<file path="src/rtl/serial_router_p.sv">
// serial_router_p
// Parametrised serial packet router. Deserialises an MSB-first framed
// bitstream (address field followed by payload field) and delivers the
// payload to one of NUM_PORTS output ports, each held under a ready/ack
// handshake until the consumer accepts it.
//
// Optional build macro: ROUTER_PARITY_EN
//   defined   - frames carry one trailing even-parity bit over addr+payload;
//               a parity mismatch raises frame_err and delivers nothing.
//   undefined - no parity bit, no parity logic.
//
// Ports:
//   clk        rising-edge clock
//   rst        synchronous reset, active-high
//   in         serial data bit, MSB-first
//   rx_ready   frame-valid strobe, high while frame bits are presented
//   tx_ack     per-port consumer accept
//   dst        flattened payloads, port p at [p*DATA_W +: DATA_W]
//   tx_ready   per-port data-valid
//   frame_err  one-cycle pulse after a malformed frame closes
//   drop_cnt   saturating count of dropped well-formed frames
module serial_router_p #(
    parameter int NUM_PORTS = 4,
    parameter int ADDR_W    = 2,
    parameter int DATA_W    = 4
) (
    input  logic                        clk,
    input  logic                        rst,
    input  logic                        in,
    input  logic                        rx_ready,
    input  logic [NUM_PORTS-1:0]        tx_ack,
    output logic [NUM_PORTS*DATA_W-1:0] dst,
    output logic [NUM_PORTS-1:0]        tx_ready,
    output logic                        frame_err,
    output logic [7:0]                  drop_cnt
);

`ifdef ROUTER_PARITY_EN
    localparam int PAR_W = 1;
`else
    localparam int PAR_W = 0;
`endif
    localparam int FRAME_LEN = ADDR_W + DATA_W + PAR_W;
    localparam int CNT_W     = $clog2(FRAME_LEN + 2);
    localparam logic [CNT_W-1:0] LEN_C = CNT_W'(FRAME_LEN);
    localparam logic [CNT_W-1:0] MAX_C = CNT_W'(FRAME_LEN + 1);

    logic [FRAME_LEN-1:0] sr;
    logic [CNT_W-1:0]     cnt;

    logic              closing;
    logic              len_ok;
    logic              parity_ok;
    logic              addr_ok;
    logic              busy;
    logic              deliver;
    logic              drop;
    logic              bad;
    logic [ADDR_W-1:0] addr;
    logic [DATA_W-1:0] payload;

    // Bits arrive MSB-first into the LSB, so the address sits at the top
    // of the shift register and the parity bit (if any) at the bottom.
    always_comb begin
        closing   = !rx_ready && (cnt != '0);
        len_ok    = (cnt == LEN_C);
        addr      = sr[FRAME_LEN-1 -: ADDR_W];
        payload   = sr[PAR_W +: DATA_W];
`ifdef ROUTER_PARITY_EN
        parity_ok = ~^sr;
`else
        parity_ok = 1'b1;
`endif
        addr_ok   = (32'(addr) < 32'(NUM_PORTS));
        busy      = 1'b0;
        for (int unsigned p = 0; p < NUM_PORTS; p++) begin
            if (32'(addr) == p) begin
                busy = tx_ready[p] && !tx_ack[p];
            end
        end
        deliver = closing && len_ok && parity_ok && addr_ok && !busy;
        drop    = closing && len_ok && parity_ok && (!addr_ok || busy);
        bad     = closing && !(len_ok && parity_ok);
    end

    always_ff @(posedge clk) begin
        if (rst) begin
            sr        <= '0;
            cnt       <= '0;
            frame_err <= 1'b0;
            drop_cnt  <= '0;
            dst       <= '0;
            tx_ready  <= '0;
        end else begin
            frame_err <= bad;

            if (rx_ready) begin
                sr <= {sr[FRAME_LEN-2:0], in};
                if (cnt != MAX_C) begin
                    cnt <= cnt + 1'b1;
                end
            end else begin
                cnt <= '0;
            end

            if (drop && (drop_cnt != 8'hFF)) begin
                drop_cnt <= drop_cnt + 8'd1;
            end

            // A delivery closing on the same edge as an ack wins: the new
            // payload loads and tx_ready stays high.
            for (int unsigned p = 0; p < NUM_PORTS; p++) begin
                if (deliver && (32'(addr) == p)) begin
                    dst[p*DATA_W +: DATA_W] <= payload;
                    tx_ready[p]             <= 1'b1;
                end else if (tx_ready[p] && tx_ack[p]) begin
                    dst[p*DATA_W +: DATA_W] <= '0;
                    tx_ready[p]             <= 1'b0;
                end
            end
        end
    end

endmodule

</file>
<file path="config.mk">
export PLATFORM = sky130hd
export DESIGN_NAME = serial_router_p
export DESIGN_NICKNAME = d
export VERILOG_FILES = /design/src/rtl/serial_router_p.sv
export SDC_FILE = /design/constraint.sdc
export NUM_CORES = 1
export LEC_CHECK = 0
export CORE_AREA = 2 2 53 79
export CTS_CLUSTER_DIAMETER = 50
export DETAILED_ROUTE_END_ITERATION = 12
export DIE_AREA = 0 0 55 81
export PLACE_DENSITY = 0.72
export SKIP_LAST_GASP = 1
export SYNTH_ARGS = -nofsm -noshare
export SYNTH_HDL_FRONTEND = slang
export SYNTH_SLANG_ARGS = --single-unit
</file>
<file path="constraint.sdc">
create_clock -name clk -period 2.1 [get_ports clk]
set_input_delay 0.315 -clock clk [delete_from_list [all_inputs] [get_ports clk]]
set_output_delay 0.315 -clock clk [all_outputs]
set_load 0.01 [all_outputs]
</file>
==> results.yml <==
run_status:
  run_status: "finished clean"
die:
  initial_utilization_pct: 43.41
  placeableCoreArea_um2: 3854
  die-width_um: 55
  io_pins: 37
  std_cell_rows: 28
  dieArea_um2: 4455
  fp.dieH_um: 81
critical_path:
  worst_flop_to_flop_path_startpoint: "sr[4]$_SDFFE_PP0P_"
  worst_ep_arrival_time_ps: 2060
  r2r.worst_path.cells: 5
  worstPathRequired_ps: 2270
  crit_fanout: 12
  worst_r2r_endpoint: "drop_cnt[4]$_SDFFE_PP0P_"
  regToRegSetupSlack_ps: 210
  worst-setup-path-type: "reg2reg"
  end_kind: "flop"
  timing.critical_path.from_type: "flop"
synthesis:
  synth-edff-count: 0
  syn-instance-count: 188
  synth-seq-cells: 38
  netlist-cell-type-count: 36
  count_of_synthesis_stage_warnings_from_yosys: 0
  async_s_r_ff_share_synth_pct: 0
  post_synth_instance_area_um2: 1673
  synthesis.area_per_instance_um2: 8.898
  yosys_most_used_dff: "dfxtp_1"
  synth_seq_area_share_pct: 45.47
  synth.net_count: 201
final_layout:
  final_layout_size_suffix_gt1_share_pct: 10.68
  seq_area_um2: 760.7
  antenna_cells_inserted: 0
  multi_input_comb_area_um2: 865.8
  layout.cell_area.non_filler_um2: 2210
  fin_nets: 246
  fillerInstances: 378
  areaGrowthSynthToFinish_pct: 32.09
  instances_no_fill: 279
min_path:
  hold_end: "dst[9]$_SDFFE_PP0P_"
  worst_hold_path_class: "reg2reg"
  hold_path.startpoint: "dst[9]$_SDFFE_PP0P_"
  worst_hold_path_cells: 2
pwr:
  cellPowerDensity_nw_per_um2: 587.1
  cellLeakagePower_nw: 0.8034
  power_frac_clock_pct: 39.5
  power_frac_comb_pct: 4.1
  power_frac_seq_pct: 56.4
  switching_power_mw: 0.2792
  peakVddDrop_uv: 433.9
  internal_power_mw: 1.018
  power.share.switching_pct: 21.52
timing:
  worst_slew_pin_slew_ps: 485.0
  final.period_utilization_pct: 89.82
  slew_headroom_pct: 67.56
  skew_ps: 8.379
  finalMaxSlewViolations: 0
  totalNegativeSetupSlack_ps: 0
  layout_min_cycle_time_ps: 1886
  maxClockFrequency_ghz: 0.5302
  final_hold_viol_count: 0
  setup_slack_ps: 213.8
  report.final.setup_viol: 0
  rsz0062_at_grt: "no"
cts:
  clock_sink_count: 38
  cts_resized: 0
  cts_tree: "done"
  postCtsSetupBuffers: 0
  cts_buffers: 5
  worstSkewPairLatency_ps: 280
  clkSlewWorstSetupHoldPaths_ps: 70
  clock_tree.buffer_depth: 2
  clockRootBuffer: "clkbuf_8"
  cts-htree-levels: 2
  cts.hold.buffers_added: 0
routing:
  routed-via-count: 1450
  drt-vias-per-instance: 5.197
  dr.pass1.iters: 4
  wl_per_cell_um: 12.34
  drt-total-wl_um: 3444
  drcViolationCount: 0
  drt_first_iter_violations: 11
  route.antenna.remaining_nets: 0
job:
  max_cap_viol_count: 0
global_route:
  global_route.usage.total_pct: 17.62
  vias_in_the_first_global_route: 1304
  initial_antenna_violation_count: 0
  grt_first_pass_wirelength_um: 5768
  overflow: 0
  grt_max_degree: 23
place:
  place.detailed.hpwl_um: 2618
  number_of_buffers_added_on_ports: 36
  place.gp.congestion: 0.7599
  post-place-ws_ps: 19.00
  place_area_um2: 2118
  placed_cells: 271
==> cell families (layout without fill, tap and decap cells) <==
group                      after synthesis  in the layout  synth area share (%)
DFF                                     38             38                 45.47
AOI/OAI and AO/OA                       27             27                 10.32
xor gates and xnor gates                 4              4                 2.095
and+or+nand+nor                         94             94                 28.87
adders and majority gates                5              5                 3.740
muxes                                   11             11                 6.732
buffers and inverters                    9             55                 2.767
==> power groups by stage <==
stage / sequential, mW / combinational [mW] / clock [mW]
2_1_floorplan: 0.746 / 0.0286 / 0
3_3_place_gp: 0.749 / 0.0525 / 0
3_5_place_dp: 0.749 / 0.0529 / 0
4_1_cts: 0.732 / 0.0533 / 0.528
5_1_grt: 0.732 / 0.0590 / 0.563
6_report: 0.732 / 0.0526 / 0.513
==> synthesized netlist by cell type, types with 2 or more instances <==
| master | instances | area (um^2) |
|---|---|---|
| mux2i_1 | 9 | 90.09 |
| nand2_1 | 22 | 82.58 |
| inv_1 | 2 | 7.510 |
| dfxtp_1 | 38 | 760.7 |
| nor2_1 | 21 | 78.83 |
| nand2b_1 | 6 | 37.54 |
| and2b_2 | 2 | 17.52 |
| and3_1 | 3 | 18.77 |
| a21oi_1 | 21 | 105.1 |
| nand4_1 | 3 | 18.77 |
| clkbuf_1 | 3 | 11.26 |
| ha_1 | 5 | 62.56 |
| nor4_1 | 3 | 18.77 |
| nor2b_1 | 5 | 31.28 |
| a22o_4 | 2 | 35.03 |
| xnor2_1 | 3 | 26.28 |
| nand3_1 | 21 | 105.1 |
==> sequential cells by signal, indices dropped and copies added (netlist names) <==
| register | cells |
|---|---|
| cnt | 3 |
| drop_cnt | 8 |
| dst | 16 |
| frame_err | 1 |
| sr | 6 |
| tx_ready | 4 |
==> how the worst max path moves through the flow <==
| stage | start | to | cells after the start |
|---|---|---|---|
| 2_1_floorplan | sr[5]$_SDFFE_PP0P_ | drop_cnt[4]$_SDFFE_PP0P_ | 6 |
| 6_report | sr[4]$_SDFFE_PP0P_ | drop_cnt[4]$_SDFFE_PP0P_ | 5 |
| 3_3_place_gp | tx_ack[2] | drop_cnt[4]$_SDFFE_PP0P_ | 6 |
| 5_1_grt | sr[4]$_SDFFE_PP0P_ | drop_cnt[4]$_SDFFE_PP0P_ | 5 |
| 4_1_cts | sr[4]$_SDFFE_PP0P_ | drop_cnt[4]$_SDFFE_PP0P_ | 5 |
| 3_5_place_dp | tx_ack[2] | drop_cnt[4]$_SDFFE_PP0P_ | 6 |
==> final cells by class <==
class,count,area share [%]
flip-flops and latches,38,34.43
inverters,2,0.3398
well taps,45,2.548
clock inverters,1,0.2265
multi-input cells,141,39.18
clock buffers,7,3.907
repair buffers,45,19.37
==> metal layers <==
| layer | vias up | track usage [%] | part of all wire, % |
|---|---|---|---|
| met2 | 37 | 28.93 | 51 |
| met5 | - | 0 | 0 |
| met4 | 0 | 7.805 | 2.6 |
| met1 | 661 | 20.60 | 43 |
| met3 | 8 | 5.147 | 4.1 |
| li1 | 744 | - | - |
==> cells in the final DEF (no fill, tap or decap), types with 6 or more instances in the layout <==
cell type and count:
clkdlybuf4s50_1 36, nand3_1 21, clkbuf_8 6, mux2i_1 9
dfxtp_1 38, nand2b_1 6, a21oi_1 21, buf_4 9
nand2_1 22, nor2_1 21
==> critical path, stage by stage, from the launching register on <==
cell and delay (ps):
dfxtp_1 500, and2b_2 260, a22o_4 270, nor4_4 270, nand4_1 140, mux2_1 330
==> metrics by stage <==
stage / hold WS, ps / power, mW / utilization [%]
finish: 468.3 / 1.297 / 57.34
global route: 500.0 / 1.354 / 57.34
CTS: 471.8 / 1.313 / 57.34
detailed placement: 461.4 / 0.8016 / 54.97
global placement: 456.0 / 0.8011 / 54.97
floorplan: 462.2 / 0.7748 / -
Power figures use the tool's default switching activity.
